==> src/rtl/ecc_correction_writeback_pkg.sv <==
// Shared types and default widths for the ECC correction write-back path.
// The entry type is also used by the data-array write-port arbiter.
package ecc_correction_writeback_pkg;

  localparam int unsigned DATA_W    = 128;
  localparam int unsigned IDX_W     = 8;
  localparam int unsigned WAY_W     = 2;
  localparam int unsigned DEF_DEPTH = 2;
  localparam int unsigned DEF_CNT_W = 16;

  typedef struct packed {
    logic [IDX_W-1:0]  idx;
    logic [WAY_W-1:0]  way;
    logic [DATA_W-1:0] data;
  } ecc_wb_entry_t;

endpackage

==> src/rtl/ecc_correction_writeback_if.sv <==
// Pipeline-side, write-port and status signals of the ECC write-back block.
interface ecc_correction_writeback_if
  import ecc_correction_writeback_pkg::*;
#(
  parameter int unsigned CNT_W = DEF_CNT_W
);

  logic              s2_valid;
  logic              s2_correctable;
  logic [IDX_W-1:0]  s2_idx;
  logic [WAY_W-1:0]  s2_way;
  logic [DATA_W-1:0] s2_corrected_data;
  logic              s2_replay;
  logic              wb_valid;
  logic              wb_ready;
  logic [IDX_W-1:0]  wb_idx;
  logic [WAY_W-1:0]  wb_way;
  logic [DATA_W-1:0] wb_data;
  logic              flush;
  logic [CNT_W-1:0]  err_count;
  logic              err_count_clear;
  logic              busy;

  modport slave (
    input  s2_valid, s2_correctable, s2_idx, s2_way, s2_corrected_data,
    input  wb_ready, flush, err_count_clear,
    output s2_replay, wb_valid, wb_idx, wb_way, wb_data, err_count, busy
  );

  modport master (
    output s2_valid, s2_correctable, s2_idx, s2_way, s2_corrected_data,
    output wb_ready, flush, err_count_clear,
    input  s2_replay, wb_valid, wb_idx, wb_way, wb_data, err_count, busy
  );

endinterface

==> src/rtl/ecc_sat_counter.sv <==
// Saturating event counter with a synchronous clear that overrides increment.
module ecc_sat_counter #(
  parameter int unsigned CNT_W = 16
) (
  input  logic             clk,
  input  logic             reset,
  input  logic             inc,
  input  logic             clear,
  output logic [CNT_W-1:0] value
);

  logic [CNT_W-1:0] r_value;

  always_ff @(posedge clk or posedge reset) begin
    if (reset) begin
      r_value <= '0;
    end else if (clear) begin
      r_value <= '0;
    end else if (inc && (r_value != {CNT_W{1'b1}})) begin
      r_value <= r_value + CNT_W'(1);
    end
  end

  assign value = r_value;

endmodule

==> src/rtl/ecc_correction_writeback.sv <==
// Buffers corrected s2 beats and writes them back to the data array, merging
// repeat hits to a pending row and replaying the pipeline when no slot is free.
module ecc_correction_writeback
  import ecc_correction_writeback_pkg::*;
#(
  parameter int unsigned DEPTH = DEF_DEPTH,
  parameter int unsigned CNT_W = DEF_CNT_W
) (
  input  logic                        clk,
  input  logic                        reset,
  ecc_correction_writeback_if.slave   bus
);

  localparam int unsigned PTR_W = (DEPTH > 1) ? $clog2(DEPTH) : 1;
  localparam int unsigned OCC_W = $clog2(DEPTH + 1);

  ecc_wb_entry_t    r_mem [DEPTH];
  logic [PTR_W-1:0] r_head;
  logic [PTR_W-1:0] r_tail;
  logic [OCC_W-1:0] r_occ;
  logic             r_busy;

  logic             w_event;
  logic             w_hit;
  logic [PTR_W-1:0] w_hit_ptr;
  logic             w_merge;
  logic             w_enq;
  logic             w_pop;
  logic [OCC_W-1:0] w_occ_nxt;

  // Match only non-head entries: the head may be mid-handshake on wb_*.
  always_comb begin
    w_hit     = 1'b0;
    w_hit_ptr = '0;
    for (int i = 0; i < DEPTH; i++) begin
      logic [PTR_W-1:0] rel;
      rel = PTR_W'(PTR_W'(i) - r_head);
      if ((rel != '0) && (OCC_W'(rel) < r_occ) &&
          (r_mem[i].idx == bus.s2_idx) && (r_mem[i].way == bus.s2_way)) begin
        w_hit     = 1'b1;
        w_hit_ptr = PTR_W'(i);
      end
    end
  end

  // Full check uses start-of-cycle occupancy; a same-cycle pop frees nothing.
  always_comb begin
    w_event   = bus.s2_valid && bus.s2_correctable;
    w_merge   = w_event && !bus.flush && w_hit;
    w_enq     = w_event && !bus.flush && !w_hit && (r_occ < OCC_W'(DEPTH));
    w_pop     = r_busy && bus.wb_ready;
    w_occ_nxt = r_occ;
    if (w_enq && !w_pop) begin
      w_occ_nxt = r_occ + OCC_W'(1);
    end else if (!w_enq && w_pop) begin
      w_occ_nxt = r_occ - OCC_W'(1);
    end
  end

  always_ff @(posedge clk or posedge reset) begin
    if (reset) begin
      r_head <= '0;
      r_tail <= '0;
      r_occ  <= '0;
      r_busy <= 1'b0;
      for (int i = 0; i < DEPTH; i++) begin
        r_mem[i] <= '0;
      end
    end else if (bus.flush) begin
      r_head <= '0;
      r_tail <= '0;
      r_occ  <= '0;
      r_busy <= 1'b0;
    end else begin
      if (w_merge) begin
        r_mem[w_hit_ptr].data <= bus.s2_corrected_data;
      end
      if (w_enq) begin
        r_mem[r_tail] <= '{idx: bus.s2_idx, way: bus.s2_way, data: bus.s2_corrected_data};
        r_tail        <= r_tail + PTR_W'(1);
      end
      if (w_pop) begin
        r_head <= r_head + PTR_W'(1);
      end
      r_occ  <= w_occ_nxt;
      r_busy <= (w_occ_nxt != '0);
    end
  end

  assign bus.s2_replay = w_event && !(w_merge || w_enq);
  assign bus.wb_valid  = r_busy;
  assign bus.busy      = r_busy;
  assign bus.wb_idx    = r_mem[r_head].idx;
  assign bus.wb_way    = r_mem[r_head].way;
  assign bus.wb_data   = r_mem[r_head].data;

  ecc_sat_counter #(
    .CNT_W (CNT_W)
  ) u_err_cnt (
    .clk   (clk),
    .reset (reset),
    .inc   (w_merge || w_enq),
    .clear (bus.err_count_clear),
    .value (bus.err_count)
  );

endmodule

==> src/flat_wrapper.sv <==
// flat-port wrapper written by rule: the top's interface ports become plain ports
module ecc_correction_writeback_flat import ecc_correction_writeback_pkg::*;
#(
  parameter int unsigned DEPTH = DEF_DEPTH,
  parameter int unsigned CNT_W = DEF_CNT_W
)
  (clk, reset, bus_s2_valid, bus_s2_correctable, bus_s2_idx, bus_s2_way, bus_s2_corrected_data, bus_wb_ready, bus_flush, bus_err_count_clear, bus_s2_replay, bus_wb_valid, bus_wb_idx, bus_wb_way, bus_wb_data, bus_err_count, bus_busy);
  ecc_correction_writeback_if #(.CNT_W(CNT_W)) bus_i ();
  input  logic clk;
  input  logic reset;
  input wire logic [$bits(bus_i.s2_valid)-1:0] bus_s2_valid;
  input wire logic [$bits(bus_i.s2_correctable)-1:0] bus_s2_correctable;
  input wire logic [$bits(bus_i.s2_idx)-1:0] bus_s2_idx;
  input wire logic [$bits(bus_i.s2_way)-1:0] bus_s2_way;
  input wire logic [$bits(bus_i.s2_corrected_data)-1:0] bus_s2_corrected_data;
  input wire logic [$bits(bus_i.wb_ready)-1:0] bus_wb_ready;
  input wire logic [$bits(bus_i.flush)-1:0] bus_flush;
  input wire logic [$bits(bus_i.err_count_clear)-1:0] bus_err_count_clear;
  output wire logic [$bits(bus_i.s2_replay)-1:0] bus_s2_replay;
  output wire logic [$bits(bus_i.wb_valid)-1:0] bus_wb_valid;
  output wire logic [$bits(bus_i.wb_idx)-1:0] bus_wb_idx;
  output wire logic [$bits(bus_i.wb_way)-1:0] bus_wb_way;
  output wire logic [$bits(bus_i.wb_data)-1:0] bus_wb_data;
  output wire logic [$bits(bus_i.err_count)-1:0] bus_err_count;
  output wire logic [$bits(bus_i.busy)-1:0] bus_busy;
  assign bus_i.s2_valid = bus_s2_valid;
  assign bus_i.s2_correctable = bus_s2_correctable;
  assign bus_i.s2_idx = bus_s2_idx;
  assign bus_i.s2_way = bus_s2_way;
  assign bus_i.s2_corrected_data = bus_s2_corrected_data;
  assign bus_i.wb_ready = bus_wb_ready;
  assign bus_i.flush = bus_flush;
  assign bus_i.err_count_clear = bus_err_count_clear;
  assign bus_s2_replay = bus_i.s2_replay;
  assign bus_wb_valid = bus_i.wb_valid;
  assign bus_wb_idx = bus_i.wb_idx;
  assign bus_wb_way = bus_i.wb_way;
  assign bus_wb_data = bus_i.wb_data;
  assign bus_err_count = bus_i.err_count;
  assign bus_busy = bus_i.busy;
  ecc_correction_writeback #(.DEPTH(DEPTH), .CNT_W(CNT_W)) u_core (.clk(clk), .reset(reset), .bus(bus_i));
endmodule
==> config.mk <==
export PLATFORM = sky130hd
export DESIGN_NAME = ecc_correction_writeback_flat
export DESIGN_NICKNAME = d
export VERILOG_FILES = /design/src/rtl/ecc_correction_writeback_pkg.sv /design/src/rtl/ecc_correction_writeback_if.sv /design/src/rtl/ecc_sat_counter.sv /design/src/rtl/ecc_correction_writeback.sv /design/src/flat_wrapper.sv
export SDC_FILE = /design/constraint.sdc
export NUM_CORES = 1
export LEC_CHECK = 0
export ABC_CLOCK_PERIOD_IN_PS = 10400
export BUFFER_PORTS_ARGS = -buffer_cell sky130_fd_sc_hd__buf_2
export CAP_MARGIN = 20
export CELL_PAD_IN_SITES_DETAIL_PLACEMENT = 0
export CELL_PAD_IN_SITES_GLOBAL_PLACEMENT = 2
export CORE_ASPECT_RATIO = 2
export CORE_MARGIN = 10
export CORE_UTILIZATION = 39
export CTS_BUF_LIST = sky130_fd_sc_hd__clkbuf_8
export DETAILED_ROUTE_END_ITERATION = 12
export PLACE_DENSITY = 0.81
export SLEW_MARGIN = 20
export SYNTH_ARGS = -nofsm -noshare
export SYNTH_HDL_FRONTEND = slang
export SYNTH_HIERARCHICAL = 1
export SYNTH_SLANG_ARGS = --single-unit
==> constraint.sdc <==
create_clock -name clk -period 10.4 [get_ports clk]
set_input_delay 0.52 -clock clk [delete_from_list [all_inputs] [get_ports clk]]
set_output_delay 0.52 -clock clk [all_outputs]
set_load 0.01 [all_outputs]
==> metrics.txt, run 1 <==
post-DR vias/cell=5.08; CTS tree=yes; Root Driver=clkbuf_8; RSZ-0062 raised after global routing=false; 1st-iter DRT viols=273; First-pass DRT Iterations=4; max frequency=250 MHz; M3 GR Usage=4.24%; CTS-repair resized insts=0; global-route wire length before repair=58.7 mm; most common cell in the netlist=dfrtp_1; Die Width=154 um; worst vdd ir=127 uV; max cap viols=0; Post-synth EDFFs=0; crit-path cells=buf_4 > buf_4 > mux2_2 > buf_2; fin worst setup slack=6.40 ns; Die H=287 um; final hold vios=0; commonest cells in the netlist=297 x dfrtp_1, 286 x mux2_2, 120 x mux2_4; Setup Skew=0.0135 ns; DP Worst Slack=6.46 ns; Post-Syn Nets=1074; slowest stage cell on the critical path=buf_4; Post-DP Area=0.0157 mm2; Post-CTS Setup Bufs=0; floorplan core area=0.0352 mm2; Yosys cell types=46; post-route DRC violation count=0; remaining global-route overflow=0; number of routed nets with antenna violations=0; Post-synth top flop=dfrtp_1; syn avg cell area=15.0 um2; crit start category=register; Slew HR=23.3%; total chip power=4.14 mW; Critical Path AT=3.48 ns; port buffer count=301; Syn. warnings=6; Placer Congestion=0.776; Power Dens Cells=247 mW/mm2; met2 Track Usage GR=31.3%; required time worst endpoint=9.88 ns; Post-Route Setup TNS=0 ns; critical path's largest stage delay=0.84 ns; Syn Inst Count=928; Final Max Slew Viols=0; Async S/R FF share, synth=100%; setup violators final=0; io pins=302; CP dominant cell by count=buf_4; detailed placement HPWL=26.4 mm; reg-to-reg slack, setup=6.82 ns; vias in the first global route=9741; critical path's top delay family=buffers and inverters; share of layout cells above drive strength 1=62.9%; H-tree depth=2; post-layout net count=1379; post-DR wirelength/cell=22.0 um; Via Count=8737; status=finished clean; Seq/Total Area, Yosys=53.3%; Synth top area share=53.3%; clk sink count=297; Most Crowded Layer GR=met2; CTS Buffer Depth=3; Register Area=0.00744 mm2; Crit Path Max Fanout=69; die area=0.0442 mm2; Min Hold Slack=0.107 ns; met1 Track Usage GR=17.0%; area leader, netlist=dfrtp_1; LEAKAGE=8.28 nW; multi-input combinational cell area=0.00607 mm2; Setup crit end kind=output port; #FFs+latches synth=297; Hold Buf Count CTS=0; num rows=97; design area=0.0167 mm2; clk_lat worst skew=0.57 ns; Crit Path Class=register to output port; Mapped Area=0.0139 mm2; WP buf/inv=3; post-route clock period utilization=38.4%; Hold WC Path Type=input pin to async pin; Area Overhead vs Synth=20.1%; GRT Overall Usage=16.7%; largest net degree at the start of global routing=134; Worst-Margin Slew=1.15 ns; Reg clk slew, reported paths=0.07 ns; initial core utilization=39.6%; post-route minimum period=4.00 ns; drt total wl=37.8 mm; Fillers=3282; cts bufs inserted=47; largest cells by area after synthesis=dfrtp_1 53%, mux2_2 23%, mux2_4 13%; initial antenna violation count=6
## layout by cell type (no fill, tap or decap), types with 2 or more instances in the layout
cell type | synthesis | layout
nand3_1 | 10 | 10
nand2_1 | 38 | 38
bufinv_16 | 0 | 4
nor2b_1 | 3 | 3
inv_1 | 5 | 16
clkbuf_8 | 0 | 62
mux2_2 | 286 | 286
nor3_1 | 5 | 5
nand2b_1 | 3 | 3
and4_1 | 2 | 2
xor2_1 | 6 | 6
o31ai_1 | 5 | 5
buf_4 | 4 | 6
o21ai_0 | 7 | 7
a31oi_1 | 3 | 3
mux2_4 | 120 | 120
nor2_1 | 7 | 7
or3_1 | 8 | 8
diode_2 | 0 | 4
nand3b_1 | 2 | 2
xnor2_1 | 17 | 17
dfrtp_1 | 297 | 296
buf_2 | 2 | 301
o41ai_1 | 2 | 2
nor4_1 | 3 | 3
a21oi_1 | 13 | 13
clkinv_2 | 0 | 9
or4_1 | 7 | 7
nand4_1 | 11 | 11
## final timing paths
check | start | end | cells past startpoint
min reg2reg | u_core/r_mem[259] | u_core/r_mem[259] | 1
min | reset | u_core/u_err_cnt/value[9] | 2
max in group asynchronous | reset | u_core/r_mem[64] | 3
max | u_core/r_head | bus_wb_data[92] | 4
min in group clk | bus_s2_corrected_data[83] | u_core/r_mem[221] | 2
max reg2reg | u_core/r_mem[134] | u_core/r_mem[89] | 7
## layer usage
| metal | part of all wire, % | wire [um] |
|---|---|---|
| met5 | 0.090 | 34 |
| met1 | 35 | 13200 |
| met4 | 3.0 | 1120 |
| met2 | 56 | 21200 |
| met3 | 5.9 | 2240 |
## report_power, final
group | switching, mW | leakage, nW | internal, mW | total, mW
Sequential | 0.181 | 3.73 | 1.48 | 1.66
Combinational | 0.607 | 3.94 | 0.766 | 1.37
Clock | 0.470 | 0.601 | 0.634 | 1.10
Total | 1.26 | 8.28 | 2.88 | 4.14
## flip-flops by register name, indices dropped and copies added (netlist names)
| name | flops |
|---|---|
| u_core/r_occ | 2 |
| u_core/bus.busy | 1 |
| u_core/r_head | 1 |
| u_core/u_err_cnt/value | 16 |
| u_core/r_mem | 276 |
| u_core/r_tail | 1 |
## layout make-up
cell class	count	share of cell area, %
flip-flops and latches	297	44.4
multi-input cells	573	36.3
repair buffers	309	9.45
clock buffers	62	5.10
well taps	445	3.32
clock inverters	25	1.26
inverters	5	0.157
diodes	4	0.0598
## cell families after synthesis
logic type	after synthesis	share of synthesized area, %
XOR/XNOR	23	1.44
flip-flops	297	53.3
buffers and inverters	58	3.24
AND/OR/NAND/NOR	111	4.51
multiplexers	407	36.1
adder cells (fa/ha/maj)	1	0.0897
AO/OA/AOI/OAI	31	1.31
## worst reg2reg max path: cells and delay by family (launching register included)
| kind | cells | cell delay [ns] |
|---|---|---|
| simple gates | 2 | 0.52 |
| flops | 1 | 0.40 |
| xor+xnor | 1 | 0.20 |
| mux | 1 | 0.50 |
| buf+inv | 2 | 1.70 |
| compound gates | 1 | 0.15 |
## stage by stage
step                utilization, %  std cells
floorplan                        -        928
global placement              44.5       1629
detailed placement            44.5       1629
CTS                           47.5       1716
global route                  47.6       1719
finish                        47.6       1720
Power figures use the tool's default switching activity.
==> run 2, diff against run 1 <==
ABC_AREA = 1   (was default)
ABC_CLOCK_PERIOD_IN_PS = 3650   (was 10400)
CORE_UTILIZATION = 29   (was 39)
PLACE_DENSITY = 0.78   (was 0.81)
clock period = 3.65 ns   (was 10.4 ns; I/O delays follow)
==> metrics.txt, run 2 <==
Combinational Power Share=29.5% (was 33.2%); share of layout cells above drive strength 1=17.9% (was 62.9%); Reg clk slew, reported paths=0.07 ns (about the same); worst vdd ir=292 uV (was 127 uV); largest reg by FF count=u_core/r_mem (unchanged); port buffer count=301 (unchanged); area leader, netlist=dfrtp_1 (unchanged); critical path's largest stage delay=0.71 ns (was 0.84 ns); slowest stage cell on the critical path=buf_4 (unchanged); most frequent cells in the layout=944 x nand2_1, 301 x buf_2, 296 x dfrtp_1, 239 x nand3_1, 142 x dlygate4sd3_1 (was 301 x buf_2, 296 x dfrtp_1, 286 x mux2_2, 120 x mux2_4, 62 x clkbuf_8); RSZ-0062 raised after global routing=false (unchanged); Async S/R FF share, synth=100% (unchanged); initial core utilization=29.2% (was 39.6%); multi-input combinational cell area=0.00578 mm2 (was 0.00607 mm2); initial antenna violation count=2 (was 6); Setup crit end kind=output port (unchanged); detailed placement HPWL=33.3 mm (was 26.4 mm); final hold vios=0 (unchanged); Sw Share=35.3% (was 30.4%); largest cells by area after synthesis=dfrtp_1 53%, nand2_1 25%, nand3_1 8.5% (was dfrtp_1 53%, mux2_2 23%, mux2_4 13%); Fillers=5145 (was 3282); clk_lat worst skew=0.60 ns (was 0.57 ns); Placer Congestion=0.818 (was 0.776); GRT Overall Usage=18.1% (was 16.7%); status=finished clean (unchanged); Die H=331 um (was 287 um); H-tree depth=2 (unchanged); io pins=302 (unchanged); post-layout net count=2405 (was 1379); max reg flops=276 (unchanged); post-route clock period utilization=87.0%; First-pass DRT Iterations=5 (was 4); max cap viols=0 (unchanged); leading cell type in the layout, fill and taps excluded=nand2_1 (was buf_2); Crit Path Class=register to output port (unchanged); post-DR vias/cell=4.69 (was 5.08); Post-Route Setup TNS=0 ns (unchanged); total chip power=11.1 mW (was 4.14 mW); Psw=3.92 mW (was 1.26 mW); syn avg cell area=7.54 um2 (was 15.0 um2); Yosys cell types=31 (was 46); most common cell in the netlist=nand2_1 (was dfrtp_1); post-route minimum period=3.18 ns; Seq/Total Area, Yosys=52.8% (was 53.3%); Root Driver=clkbuf_8 (unchanged); Synth top area share=52.8% (was 53.3%); CTS-repair resized insts=0 (unchanged); max frequency=315 MHz; cts bufs inserted=48 (was 47); required time worst endpoint=3.47 ns (was 9.88 ns); CTS Buffer Depth=3 (unchanged); setup violators final=0 (unchanged); Critical Path AT=2.99 ns (was 3.48 ns); die area=0.0583 mm2 (was 0.0442 mm2); post-route DRC violation count=0 (unchanged); CTS tree=yes (unchanged); Syn Inst Count=1867 (was 928); global-route wire length before repair=83.9 mm (was 58.7 mm); number of routed nets with antenna violations=0 (unchanged); Syn. warnings=6 (unchanged); LEAKAGE=10.1 nW (was 8.28 nW); remaining global-route overflow=0 (unchanged); Post-synth EDFFs=0 (unchanged); Crit Path Max Fanout=70 (was 69); num rows=114 (was 97); Mapped Area=0.0141 mm2 (was 0.0139 mm2); Register Area=0.00744 mm2 (unchanged); floorplan core area=0.0482 mm2 (was 0.0352 mm2); Post-Syn Nets=2013 (was 1074); internal power=7.19 mW (was 2.88 mW); drt total wl=53.6 mm (was 37.8 mm); clk sink count=297 (unchanged); Slew HR=43.7% (was 23.3%); Die Width=176 um (was 154 um); #FFs+latches synth=297 (unchanged); Reg power frac=43.2% (was 40.2%); largest net degree at the start of global routing=148 (was 134); Via Count=13767 (was 8737); crit-path cells=buf_4 > buf_4 > o21ai_0 > buf_2 (was buf_4 > buf_4 > mux2_2 > buf_2); CP dominant cell by count=buf_4 (unchanged); Post-synth top flop=dfrtp_1 (unchanged); vias in the first global route=13991 (was 9741); Clock Power Share=27.3% (was 26.7%); commonest cells in the netlist=946 x nand2_1, 297 x dfrtp_1, 240 x nand3_1 (was 297 x dfrtp_1, 286 x mux2_2, 120 x mux2_4); Worst-Margin Slew=0.844 ns (was 1.15 ns); reg-to-reg slack, setup=1.01 ns (was 6.82 ns); Setup Skew=0.0152 ns (was 0.0135 ns); crit start category=register (unchanged); post-DR wirelength/cell=18.3 um (was 22.0 um); Area Overhead vs Synth=31.5% (was 20.1%); Power Dens Cells=600 mW/mm2 (was 247 mW/mm2); 1st-iter DRT viols=1027 (was 273); Post-CTS Setup Bufs=0 (unchanged); Final Max Slew Viols=0 (unchanged); Hold WC Path Type=input pin to register (was input pin to async pin)
==> run 2: cell count changes in the layout (fill, tap and decap cells not counted), moves of 9 or more <==
cell / previous run / this run
inv_1: 16 / 98
dlygate4sd3_1: 0 / 142
nor2_1: 7 / 31
o21ai_1: 0 / 24
mux2_2: 286 / 0
xnor2_1: 17 / 4
o21ai_0: 7 / 78
a21oi_1: 13 / 4
nand3_1: 10 / 239
mux2_4: 120 / 0
nand2_1: 38 / 944
==> run 2: final cells by class <==
type                       instances  area share [%]
clock buffer                      60            4.46
sequential                       297            40.2
timing repair buffer             460            17.1
inverter                          86            1.77
clock inverter                    27           0.872
tap                              638            4.31
multi-input combinational       1366            31.2
antenna                            2          0.0270
==> run 2: repair_timing <==
item	CTS	global route
hold buffers	142	0
hold endpoints to repair	332	0
setup endpoints to repair	0	0
==> run 2: routing by layer <==
metal	vias up	global-route usage (%)	wire length [um]
met5	-	0	0
met3	73	3.36	3070
met1	6619	21.2	21300
met2	446	32.4	27900
li1	6629	-	-
met4	0	5.80	1300
==> run 2: kinds of logic after synthesis <==
| logic type | synth area share [%] |
|---|---|
| DFF | 52.8 |
| and+or+nand+nor | 36.3 |
| xor gates and xnor gates | 0.436 |
| buffers and inverters | 6.45 |
| adders and majority gates | 0.0889 |
| AOI/OAI and AO/OA | 3.92 |
==> run 2: critical path: cells and delay by family, from the launching register on <==
family | cells | cell delay [ns]
buffers and inverters | 3 | 1.56
DFF | 1 | 0.44
AOI/OAI and AO/OA | 1 | 0.34
==> run 2: stage by stage <==
| step | area (um2) | utilization, % | worst slack, ns | cells | hold WS (ns) |
|---|---|---|---|---|---|
| after floorplan | 14100 | - | -0.254 | 1867 | 0.0962 |
| after detailed placement | 16100 | 33.4 | 0.981 | 2705 | 0.365 |
| after global placement | 16100 | 33.4 | 0.997 | 2705 | 0.353 |
| final | 18500 | 38.4 | 0.474 | 2936 | 0.205 |
| after global routing | 18500 | 38.4 | 0.268 | 2936 | 0.228 |
| after CTS | 18500 | 38.4 | 0.303 | 2934 | 0.141 |
==> run 2: power by group through the flow <==
stage / Clock, mW / Sequential (mW) / Combinational (mW)
after detailed placement: 0 / 4.86 / 3.24
after CTS: 3.17 / 4.79 / 3.38
final: 3.03 / 4.79 / 3.28
after global placement: 0 / 4.82 / 3.20
after global routing: 3.29 / 4.92 / 3.73
after floorplan: 0 / 4.73 / 1.98
==> run 2: final timing paths <==
| check | start | to | cells past startpoint |
|---|---|---|---|
| min | bus_s2_correctable | u_core/r_tail | 6 |
| max in group asynchronous | reset | u_core/r_mem[43] | 4 |
| max reg2reg | u_core/r_mem[128] | u_core/u_err_cnt/value[0] | 13 |
| min in group asynchronous | reset | u_core/r_mem[38] | 3 |
| min reg2reg | u_core/r_mem[199] | u_core/r_mem[199] | 2 |
| max | u_core/r_head | bus_wb_data[20] | 4 |
